$ cat src/rtl/iris_feature_sequencer_pkg.sv
// Shared constants and state encoding for the iris feature sequencer and the
// classifier that sits beside it.
package iris_feature_sequencer_pkg;

    localparam int DEF_N_FEAT = 4;
    localparam int DEF_FEAT_W = 4;
    localparam int DEF_CLS_W  = 2;
    localparam int DEF_SETTLE = 1;

    typedef enum logic [1:0] {
        COLLECT,
        SETTLE_W,
        OUT,
        DRAIN
    } state_t;

endpackage

$ cat src/rtl/iris_feature_sequencer_if.sv
// Feature stream in, class result out; the sequencer takes the slave side.
interface iris_feature_sequencer_if
    import iris_feature_sequencer_pkg::*;
#(
    parameter int FEAT_W = DEF_FEAT_W,
    parameter int CLS_W  = DEF_CLS_W
);
    logic              s_valid;
    logic              s_ready;
    logic [FEAT_W-1:0] s_data;
    logic              s_last;
    logic              m_valid;
    logic              m_ready;
    logic [CLS_W-1:0]  m_class;

    modport master (
        output s_valid, s_data, s_last, m_ready,
        input  s_ready, m_valid, m_class
    );

    modport slave (
        input  s_valid, s_data, s_last, m_ready,
        output s_ready, m_valid, m_class
    );
endinterface

$ cat src/rtl/iris_feature_sequencer.sv
// Gathers N_FEAT feature beats into a frame, presents it to an external
// combinational classifier, waits SETTLE cycles and returns the class index.
module iris_feature_sequencer
    import iris_feature_sequencer_pkg::*;
#(
    parameter int N_FEAT = DEF_N_FEAT,
    parameter int FEAT_W = DEF_FEAT_W,
    parameter int CLS_W  = DEF_CLS_W,
    parameter int SETTLE = DEF_SETTLE
)(
    input  logic                     clk,
    input  logic                     rst,
    iris_feature_sequencer_if.slave  bus,
    output logic [N_FEAT*FEAT_W-1:0] inp,
    input  logic [CLS_W-1:0]         cls_in,
    output logic                     err_len
);

    localparam int                TOT_W       = N_FEAT * FEAT_W;
    localparam int                CNT_W       = $clog2(N_FEAT) + 1;
    localparam logic [CNT_W-1:0]  LAST_IDX    = CNT_W'(N_FEAT - 1);
    localparam logic [3:0]        SETTLE_LOAD = 4'(SETTLE - 1);
    localparam logic [TOT_W-1:0]  SLOT_MASK   = TOT_W'({FEAT_W{1'b1}});

    state_t             state;
    logic [CNT_W-1:0]   beat_cnt;
    logic [3:0]         settle_cnt;
    logic [TOT_W-1:0]   shadow;
    logic [TOT_W-1:0]   shadow_upd;
    logic [31:0]        slot_lsb;
    logic               m_valid_q;
    logic [CLS_W-1:0]   m_class_q;
    logic               accept;

    // NOTE: s_ready is decoded from state and forced low by rst itself, so it is
    // already 1 in the very first cycle after release instead of one edge later.
    assign bus.s_ready = !rst && (state == COLLECT || state == DRAIN);
    assign accept      = bus.s_valid && bus.s_ready;
    assign bus.m_valid = m_valid_q;
    assign bus.m_class = m_class_q;

    // Current beat dropped into its slot; also the full frame on the final beat.
    assign slot_lsb   = 32'(beat_cnt) * 32'(FEAT_W);
    assign shadow_upd = (shadow & ~(SLOT_MASK << slot_lsb))
                      | (TOT_W'(bus.s_data) << slot_lsb);

    always_ff @(posedge clk or posedge rst) begin
        if (rst) begin
            state      <= COLLECT;
            beat_cnt   <= '0;
            settle_cnt <= '0;
            shadow     <= '0;
            inp        <= '0;
            m_valid_q  <= 1'b0;
            m_class_q  <= '0;
            err_len    <= 1'b0;
        end else begin
            err_len <= 1'b0;
            case (state)
                COLLECT: begin
                    if (accept) begin
                        if (beat_cnt == LAST_IDX) begin
                            beat_cnt <= '0;
                            if (bus.s_last) begin
                                shadow     <= shadow_upd;
                                inp        <= shadow_upd;
                                settle_cnt <= SETTLE_LOAD;
                                state      <= SETTLE_W;
                            end else begin
                                err_len <= 1'b1;
                                state   <= DRAIN;
                            end
                        end else if (bus.s_last) begin
                            err_len  <= 1'b1;
                            beat_cnt <= '0;
                        end else begin
                            shadow   <= shadow_upd;
                            beat_cnt <= beat_cnt + 1'b1;
                        end
                    end
                end
                SETTLE_W: begin
                    if (settle_cnt == 4'd0) begin
                        m_class_q <= cls_in;
                        m_valid_q <= 1'b1;
                        state     <= OUT;
                    end else begin
                        settle_cnt <= settle_cnt - 4'd1;
                    end
                end
                OUT: begin
                    if (bus.m_ready) begin
                        m_valid_q <= 1'b0;
                        beat_cnt  <= '0;
                        state     <= COLLECT;
                    end
                end
                DRAIN: begin
                    if (accept && bus.s_last) begin
                        beat_cnt <= '0;
                        state    <= COLLECT;
                    end
                end
                default: state <= COLLECT;
            endcase
        end
    end

endmodule

$ cat src/flat_wrapper.sv
// flat-port wrapper written by rule: the top's interface ports become plain ports
module iris_feature_sequencer_flat import iris_feature_sequencer_pkg::*;
#(
    parameter int N_FEAT = DEF_N_FEAT,
    parameter int FEAT_W = DEF_FEAT_W,
    parameter int CLS_W  = DEF_CLS_W,
    parameter int SETTLE = DEF_SETTLE
)
  (clk, rst, inp, cls_in, err_len, bus_s_valid, bus_s_data, bus_s_last, bus_m_ready, bus_s_ready, bus_m_valid, bus_m_class);
  iris_feature_sequencer_if #(.FEAT_W(FEAT_W), .CLS_W(CLS_W)) bus_i ();
  input  logic clk;
  input  logic rst;
  output logic [N_FEAT*FEAT_W-1:0] inp;
  input  logic [CLS_W-1:0] cls_in;
  output logic err_len;
  input wire logic [$bits(bus_i.s_valid)-1:0] bus_s_valid;
  input wire logic [$bits(bus_i.s_data)-1:0] bus_s_data;
  input wire logic [$bits(bus_i.s_last)-1:0] bus_s_last;
  input wire logic [$bits(bus_i.m_ready)-1:0] bus_m_ready;
  output wire logic [$bits(bus_i.s_ready)-1:0] bus_s_ready;
  output wire logic [$bits(bus_i.m_valid)-1:0] bus_m_valid;
  output wire logic [$bits(bus_i.m_class)-1:0] bus_m_class;
  assign bus_i.s_valid = bus_s_valid;
  assign bus_i.s_data = bus_s_data;
  assign bus_i.s_last = bus_s_last;
  assign bus_i.m_ready = bus_m_ready;
  assign bus_s_ready = bus_i.s_ready;
  assign bus_m_valid = bus_i.m_valid;
  assign bus_m_class = bus_i.m_class;
  iris_feature_sequencer #(.N_FEAT(N_FEAT), .FEAT_W(FEAT_W), .CLS_W(CLS_W), .SETTLE(SETTLE)) u_core (.clk(clk), .rst(rst), .bus(bus_i), .inp(inp), .cls_in(cls_in), .err_len(err_len));
endmodule
$ cat config.mk
export PLATFORM = sky130hd
export DESIGN_NAME = iris_feature_sequencer_flat
export DESIGN_NICKNAME = d
export VERILOG_FILES = /design/src/rtl/iris_feature_sequencer_pkg.sv /design/src/rtl/iris_feature_sequencer_if.sv /design/src/rtl/iris_feature_sequencer.sv /design/src/flat_wrapper.sv
export SDC_FILE = /design/constraint.sdc
export NUM_CORES = 1
export LEC_CHECK = 0
export ABC_CLOCK_PERIOD_IN_PS = 3280
export CAP_MARGIN = 20
export CORE_MARGIN = 4
export CORE_UTILIZATION = 35
export CTS_CLUSTER_DIAMETER = 30
export DETAILED_ROUTE_END_ITERATION = 16
export GPL_TIMING_DRIVEN = 0
export SKIP_LAST_GASP = 1
export SLEW_MARGIN = 20
export SYNTH_ARGS = -nofsm -noshare
export SYNTH_HDL_FRONTEND = slang
export SYNTH_SLANG_ARGS = --single-unit
$ cat constraint.sdc
create_clock -name clk -period 3.28 [get_ports clk]
set_clock_uncertainty 0.15 [all_clocks]
set_input_delay 0.492 -clock clk [delete_from_list [all_inputs] [get_ports clk]]
set_output_delay 0.492 -clock clk [all_outputs]
set_load 0.05 [all_outputs]
==> metrics.cfg, run 1 <==
[status]
status = finished, final reports clean

[synthesis]
synthMuxAreaShare_pct = 3.85
synth-edff-count = 0
avgSynthCellArea_um2 = 10.3
synth_compound_area_share_pct = 19.3
yosysTopAreaCell = dfrtp_1
synth_top_family_by_area = compound AO/OA/AOI/OAI gates
synthesis.nets = 239
yosys.area_share.xor_xnor_pct = 0
synth.distinct_cells = 35
synth_seq_cells = 45
synth_fa_ha_area_share_pct = 7.93
yosys.area_share.simple_pct = 13.3
synthArstFlopShare_pct = 100
synth_area_leaders = dfrtp_1 (51%), ha_1 (7.9%), nand2_1 (5.6%)
synth_top_area_share_pct = 51.0
ys.flop_type = dfrtp_1
netlist_area_um2 = 2210
yosysSeqAreaShare_pct = 51.0
synth.yosys.warnings = 0
netlist_instances = 214

[cts]
cts_inserted_buffers = 5
insertion_delay_ns = 0.30
cts.path.max_buffers = 2
cts_tree = yes
htreeDepth = 2
cts_setup_buffers = 0
clkTransAtPathRegs_ns = 0.09
cts_root_buf = clkbuf_8
cts.repair.resized = 0
ctsHoldBuffers = 0
cts.sinks = 45

[placement]
dp_slack_ns = 0.602
portBuffers = 31
gp_congestion = 0.821
dpl.hpwl_um = 3560

[global_route]
grt_pass1_wl_um = 8010
grt_overflow = 0
grt_max_degree = 28
gr-usage-all-layers_pct = 13.7
grt_pass1_vias = 1629
antenna_found_initial = 0

[die]
die_w_um = 87.4
initial_utilization_pct = 36.6
dieArea_um2 = 7640
die_h_um = 87.4
ios = 32
core_area_um2 = 6030
std_cell_rows = 28

[layout]
final_nets = 278
diodes = 0
syn2layout_area_growth_pct = 23.8
drive_gt1_share_pct = 10.2

[routing]
drt-vias-per-instance = 5.13
wl_per_cell_um = 14.5
firstDrtPassIters = 4
finalWirelength_um = 4780
vias = 1689
ant_nets = 0
drc = 0
drtIter0Drc = 89

[job]
maxCapViolCount = 0

[power]
vdd_drop_max_mv = 0.391
leakage_nw = 1.21
power.density_nw_per_um2 = 779

[sta]
relSlewSlack_pct = 51.8
final.min_clock_period_ns = 2.74
setup_ws_ns = 0.537
setup_viol_count_final = 0
max_freq_mhz = 365
tightest_slew_ns = 0.722
fin_setup_tns_ns = 0
drv_slew = 0
min_period_over_period_pct = 83.6
hold_viol_final = 0
grt_setup_unrepaired = false

[worst_setup_path]
r2r_cells = 7
cp-start-kind = flip-flop
rr_startpoint = u_core.state[0]$_DFFE_PP0P_
max_stage_delay_ns = 0.82
worstPathCellList = inv_1, ha_1, nor2_1, clkdlybuf4s50_1
cp_max_fo = 5
cp-end-kind = output pin
crit_family = buffers and inverters
cp.buffers_inverters = 2
crit_required_ns = 2.64
reg2reg_to = u_core.inp[13]$_DFFE_PP0P_
r2r_setup_slack_ns = 0.72
slowest_stage = clkdlybuf4s50_1
criticalPathCategory = reg -> out
critPathArrivalTime_ns = 2.10

[worst_hold_path]
hold_depth = 2
hold_path.class = reg -> reg
min_to = u_core.inp[11]$_DFFE_PP0P_
hp-start = u_core.inp[11]$_DFFE_PP0P_

## kinds of logic after synthesis
group | Yosys count
AOI/OAI and AO/OA | 65
adders and majority gates | 14
and+or+nand+nor | 61
buffers and inverters | 21
muxes | 8
DFF | 45
## state kept, by name (all words and copies together), names as in the netlist
| name | count |
|---|---|
| u_core.bus.m_class | 2 |
| u_core.bus.m_valid | 1 |
| u_core.shadow | 16 |
| u_core.beat_cnt | 3 |
| u_core.err_len | 1 |
| u_core.inp | 16 |
| u_core.state | 2 |
| u_core.settle_cnt | 4 |
## worst max-delay path by stage
| stage | startpoint | endpoint | slack [ns] | depth (start not counted) |
|---|---|---|---|---|
| final | u_core.state[0]$_DFFE_PP0P_ | bus_s_ready | 0.54 | 4 |
| after global routing | u_core.state[0]$_DFFE_PP0P_ | bus_s_ready | 0.48 | 4 |
| after CTS | u_core.state[0]$_DFFE_PP0P_ | bus_s_ready | 0.52 | 4 |
| after detailed placement | rst | u_core.inp[13]$_DFFE_PP0P_ | 0.60 | 6 |
| after global placement | rst | u_core.inp[13]$_DFFE_PP0P_ | 0.56 | 2 |
| after floorplan | u_core.state[0]$_DFFE_PP0P_ | u_core.state[0]$_DFFE_PP0P_ | 1.13 | 6 |
## power by group
part	total (W)	internal [W]	switching, W
sequential	0.000802	0.000702	0.0000995
combinational	0.000967	0.000375	0.000592
clock	0.000362	0.000154	0.000208
total	0.00213	0.00123	0.000899
## Yosys cell counts (2+ instances only)
cell / instances
nor4_1: 2
ha_1: 14
dfrtp_1: 45
mux2i_1: 4
a31oi_1: 2
nor3_1: 6
and3_1: 2
clkbuf_1: 3
nand3_1: 4
mux2_2: 3
nor2b_1: 4
o21ai_0: 21
o21ai_2: 8
nor2_1: 3
a22o_1: 6
a22oi_1: 13
a21oi_1: 6
buf_6: 3
o21ai_1: 4
inv_1: 14
nand2_1: 33
## layout by cell type (no fill, tap or decap), types with 2 or more instances in the layout
master / Yosys / layout
a21oi_1: 6 / 6
clkdlybuf4s50_1: 0 / 31
clkbuf_1: 3 / 3
a31oi_1: 2 / 2
o21ai_0: 21 / 21
nand2_1: 33 / 33
buf_6: 3 / 3
nor2_1: 3 / 3
a22oi_1: 13 / 13
a22o_1: 6 / 6
o21ai_1: 4 / 4
inv_1: 14 / 13
o21ai_2: 8 / 8
nor2b_1: 4 / 4
clkbuf_8: 0 / 5
nor3_1: 6 / 6
ha_1: 14 / 14
and3_1: 2 / 2
dfrtp_1: 45 / 45
nand3_1: 4 / 4
mux2_2: 3 / 3
mux2i_1: 4 / 4
nor4_1: 2 / 2
## cell type report
type | count | area [um2]
plain buffers | 7 | 50.0
fillers | 595 | 3290
inverters | 14 | 52.6
repair buffers | 32 | 338
well taps | 75 | 93.8
clock buffers | 5 | 68.8
flip-flops and latches | 45 | 1130
clock inverters | 3 | 25.0
multi-input cells | 148 | 980
## layer usage
metal	vias up	wire, um	track usage [%]
li1	838	-	-
met1	808	2190	17.5
met2	35	2310	21.8
met3	8	215	4.45
met4	0	72	4.32
met5	-	0	0
## stage by stage
| stage | cell area, um2 | std cells | util, % | hold WS [ns] | power, W |
|---|---|---|---|---|---|
| 2_1_floorplan | 2210 | 214 | - | 0.301 | 0.00153 |
| 3_3_place_gp | 2610 | 320 | 43.4 | 0.308 | 0.00176 |
| 3_5_place_dp | 2640 | 321 | 43.8 | 0.315 | 0.00178 |
| 4_1_cts | 2730 | 329 | 45.4 | 0.337 | 0.00215 |
| 5_1_grt | 2730 | 329 | 45.4 | 0.355 | 0.00230 |
| 6_report | 2730 | 329 | 45.4 | 0.336 | 0.00213 |
## worst reg2reg max path: cells and delay by family (launching register included)
| kind | cells | cell delay, ns |
|---|---|---|
| DFF | 1 | 0.43 |
| AOI/OAI and AO/OA | 1 | 0.08 |
| buffers and inverters | 2 | 0.41 |
| adders and majority gates | 1 | 0.33 |
| and+or+nand+nor | 3 | 1.02 |
Note: power is estimated with default switching activity, not from simulation.
==> run 2, diff against run 1 <==
Settings changed: ABC_CLOCK_PERIOD_IN_PS 3280 to 2340.
Clock period 3.28 ns to 2.34 ns, I/O delays scaled along.
==> metrics.cfg, run 2 (same netlist as run 1, synthesis figures left out) <==
[layout]
regArea_um2 = 1130
final_nets = 280
syn2layout_area_growth_pct = 25.2
drive_gt1_share_pct = 12.1
nFillCells = 593
multiInputGateArea_um2 = 997
diodes = 0
most-common-layout-cells = dfrtp_1 (45), nand2_1 (33), clkdlybuf4s50_1 (30)
layout_commonest_cell = dfrtp_1
reg_top3 = u_core.inp (16), u_core.shadow (16), u_core.settle_cnt (4)
fin_area_um2 = 2770

[global_route]
antenna_found_initial = 0
gr-usage-all-layers_pct = 13.7
grt_max_degree = 28
grt_pass1_wl_um = 8020
grt_pass1_vias = 1633
grt_overflow = 0

[worst_hold_path]
hold_path.class = reg -> reg

[routing]
finalWirelength_um = 4780
drc = 0
ant_nets = 0
wl_per_cell_um = 14.5
firstDrtPassIters = 4
drtIter0Drc = 88
drt-vias-per-instance = 5.13
vias = 1697

[cts]
insertion_delay_ns = 0.30
cts_tree = yes
cts.sinks = 45
clkTransAtPathRegs_ns = 0.09
cts_inserted_buffers = 5
cts.path.max_buffers = 2
htreeDepth = 2
cts_root_buf = clkbuf_8

[sta]
hold_viol_final = 0
min_period_over_period_pct = 96.0
setup_viol_count_final = 0
finalHoldWorstSlack_ns = 0.336
relSlewSlack_pct = 58.8
max_freq_mhz = 445
grt_setup_unrepaired = false
final.min_clock_period_ns = 2.25
tightest_slew_ns = 0.617
drv_slew = 0

[placement]
placed_area_um2 = 2640
gp_congestion = 0.821
portBuffers = 31
dpl.hpwl_um = 3560

[worst_setup_path]
critPathArrivalTime_ns = 1.75
cp_max_fo = 3
cp-end-kind = output pin
criticalPathCategory = reg -> out
cp-start-kind = flip-flop
crit_required_ns = 1.84

[power]
power.density_nw_per_um2 = 1100
leakage_nw = 1.23
vdd_drop_max_mv = 0.559

[job]
maxCapViolCount = 0

[status]
status = finished, final reports clean

[die]
core_area_um2 = 6030
die_h_um = 87.4
initial_utilization_pct = 36.6
std_cell_rows = 28
dieArea_um2 = 7640
die_w_um = 87.4
ios = 32

## run 2: cell types whose count changed in the layout (fill, tap and decap cells not counted), sizes merged
| cell | delta |
|---|---|
| buf | +2 |
| clkdlybuf4s50 | -1 |
| dlygate4sd2 | +1 |
## run 2: critical path: stages, from the launching register on
cell and delay [ns]:
dfrtp_1 0.36, inv_1 0.07, ha_1 0.35, nor2_1 0.12, dlygate4sd2_1 0.54
## run 2: worst paths after layout
check                                             from                            end  slack, ns  depth (start not counted)
min reg2reg                 u_core.inp[11]$_DFFE_PP0P_     u_core.inp[11]$_DFFE_PP0P_       0.34                          2
max reg2reg                u_core.state[0]$_DFFE_PP0P_  u_core.shadow[11]$_DFFE_PP0P_       0.11                          8
min in group asynchronous                          rst   u_core.shadow[3]$_DFFE_PP0P_       0.41                          2
min                         u_core.inp[11]$_DFFE_PP0P_     u_core.inp[11]$_DFFE_PP0P_       0.34                          2
max in group asynchronous                          rst     u_core.inp[13]$_DFFE_PP0P_       1.11                          3
max                        u_core.state[0]$_DFFE_PP0P_                    bus_s_ready       0.09                          4
## run 2: power breakdown
group / internal (W) / switching (W) / total (W) / leakage [nW]
Sequential: 0.000984 / 0.000130 / 0.00111 / 0.607
Clock: 0.000216 / 0.000289 / 0.000505 / 0.0447
Combinational: 0.000553 / 0.000858 / 0.00141 / 0.581
## run 2: cell type report
class,instances,area share [%]
sequential,45,40.7
multi-input combinational,148,36.1
timing repair buffer,34,12.7
tap,75,3.39
clock buffer,5,2.49
inverter,14,1.90
buffer,7,1.81
clock inverter,3,0.905
## run 2: per-stage QoR
stage               cells  util, %  setup WS (ns)   TNS, ns  power, W
global route          331     45.9         0.0175         0   0.00328
finish                331     45.9         0.0932         0   0.00303
global placement      320     43.4         -0.237    -12.86   0.00247
CTS                   329     45.4       -0.00852  -0.00852   0.00301
detailed placement    321     43.8         -0.214     -2.97   0.00250
floorplan             214        -          0.188         0   0.00214
## run 2: metal layers
| layer | up-vias | global-route usage, % | wire length, um |
|---|---|---|---|
| met5 | - | 0 | 0 |
| met4 | 0 | 4.32 | 85 |
| met3 | 9 | 4.45 | 235 |
| met2 | 33 | 21.8 | 2310 |
| met1 | 812 | 17.6 | 2150 |
| li1 | 843 | - | - |
## run 2: what timing repair did
action                     4_1_cts  5_1_grt
hold buffers                     0        0
setup endpoints to repair       21       34
setup buffers                    0        2
resized for setup                3        3
==> run 3, diff against run 2 <==
Settings changed: CORE_UTILIZATION 35 to 48, PLACE_DENSITY from default to 0.75.
==> metrics.cfg, run 3 (same netlist as run 1, synthesis figures left out) <==
[sta]
tightest_slew_ns = 0.598
final.min_clock_period_ns = 2.20
grt_setup_unrepaired = false
finalHoldWorstSlack_ns = 0.329
relSlewSlack_pct = 59.8
drv_slew = 0
hold_viol_final = 0
max_freq_mhz = 454
min_period_over_period_pct = 94.2
setup_viol_count_final = 0

[worst_setup_path]
r2r_setup_slack_ns = 0.14
cp_max_fo = 5
slowest_stage = dfrtp_1
cp.buffers_inverters = 1
crit_family = compound AO/OA/AOI/OAI gates
worstPathCellList = inv_2, ha_4, or3b_4, o21ai_1, o2111ai_2, mux2_1
cp-start-kind = flip-flop
max_stage_delay_ns = 0.41
reg2reg_to = u_core.state[0]$_DFFE_PP0P_
rr_startpoint = u_core.state[1]$_DFFE_PP0P_
cp-end-kind = flip-flop
r2r_cells = 6
criticalPathCategory = reg -> reg
crit_required_ns = 2.37
critPathArrivalTime_ns = 2.24

[cts]
insertion_delay_ns = 0.30
ctsHoldBuffers = 0
cts.path.max_buffers = 2
cts.sinks = 45
cts_tree = yes
cts_inserted_buffers = 5
cts_root_buf = clkbuf_8
htreeDepth = 2
clkTransAtPathRegs_ns = 0.08

[placement]
placed_area_um2 = 2600
dpl.cell_count = 298
portBuffers = 31
gp_congestion = 0.838
dpl.hpwl_um = 3380

[routing]
drc = 0
wl_met1_um = 2160
met3_length_um = 240
finalWirelength_um = 4700
wl_met2_um = 2170
ant_nets = 0
wl_per_cell_um = 15.2
vias = 1711
drtIter0Drc = 104
topRoutingLayerUsed = met4
firstDrtPassIters = 4
drt-vias-per-instance = 5.54

[power]
leakage_nw = 1.26
vdd_drop_max_mv = 0.729
power.density_nw_per_um2 = 1180

[layout]
final_nets = 281
reg_top3 = u_core.inp (16), u_core.shadow (16), u_core.settle_cnt (4)
layout_commonest_cell = dfrtp_1
drive_gt1_share_pct = 14.0
most-common-layout-cells = dfrtp_1 (44), nand2_1 (33), clkdlybuf4s50_1 (30)
fin_area_um2 = 2790
syn2layout_area_growth_pct = 26.5
instances_no_fill = 309
diodes = 0

[die]
die_w_um = 75.8
core_area_um2 = 4410
std_cell_rows = 24
ios = 32
die_h_um = 75.8
initial_utilization_pct = 50.0
dieArea_um2 = 5750

[worst_hold_path]
hold_path.class = in -> async

[status]
status = finished, final reports clean

[global_route]
grt_overflow = 0
gr-usage-all-layers_pct = 18.2
antenna_found_initial = 0
grt_pass1_vias = 1682
grt_max_degree = 32
grt_pass1_wl_um = 7890

[job]
maxCapViolCount = 0

run 3: worst reg2reg max path: stages (launching register included):
cell       delay (ns)
dfrtp_1          0.41
inv_2            0.12
ha_4             0.23
or3b_4           0.41
o21ai_1          0.21
o2111ai_2        0.21
mux2_1           0.35
run 3: worst max-delay path by stage:
stage	to	cells past startpoint	slack [ns]	from
final	u_core.state[0]$_DFFE_PP0P_	6	0.14	u_core.state[1]$_DFFE_PP0P_
after global routing	u_core.shadow[0]$_DFFE_PP0P_	8	0.01	u_core.beat_cnt[2]$_DFFE_PP0P_
after CTS	u_core.state[0]$_DFFE_PP0P_	6	0.002	u_core.state[0]$_DFFE_PP0P_
after detailed placement	u_core.inp[11]$_DFFE_PP0P_	7	-0.21	u_core.state[0]$_DFFE_PP0P_
after global placement	u_core.inp[4]$_DFFE_PP0P_	2	-0.24	rst
after floorplan	u_core.state[0]$_DFFE_PP0P_	6	0.19	u_core.state[0]$_DFFE_PP0P_
run 3: power breakdown:
part	internal (W)	switching [W]	leakage, nW
clock	0.000424	0.000263	0.0681
combinational	0.000595	0.000886	0.583
sequential	0.000986	0.000131	0.606
total	0.00201	0.00128	1.26
run 3: layout make-up:
type	count	area [um2]
clock inverter	3	65.1
clock buffer	5	68.8
inverter	14	52.6
fill	390	1620
multi-input combinational	148	1010
buffer	7	50.0
tap	52	65.1
sequential	45	1130
timing repair buffer	35	352
run 3: stage by stage:
| step | worst slack (ns) | setup TNS, ns | power (W) | util [%] |
|---|---|---|---|---|
| floorplan | 0.188 | 0 | 0.00214 | - |
| global placement | -0.235 | -12.40 | 0.00245 | 58.5 |
| detailed placement | -0.205 | -2.59 | 0.00250 | 59.0 |
| CTS | 0.00194 | 0 | 0.00320 | 62.2 |
| global route | 0.00985 | 0 | 0.00354 | 63.3 |
| finish | 0.137 | 0 | 0.00329 | 63.3 |
run 3: timing repair:
| action | in CTS | in global routing |
|---|---|---|
| setup buffers | 0 | 3 |
| resized for setup | 4 | 6 |
| pin swaps | 0 | 0 |
| setup endpoints to repair | 21 | 35 |
run 3: per-layer routing:
layer | up-vias | GRT usage (%)
li1 | 842 | -
met1 | 803 | 24.8
met2 | 53 | 27.3
met3 | 13 | 4.62
met4 | 0 | 8.16
met5 | - | 0
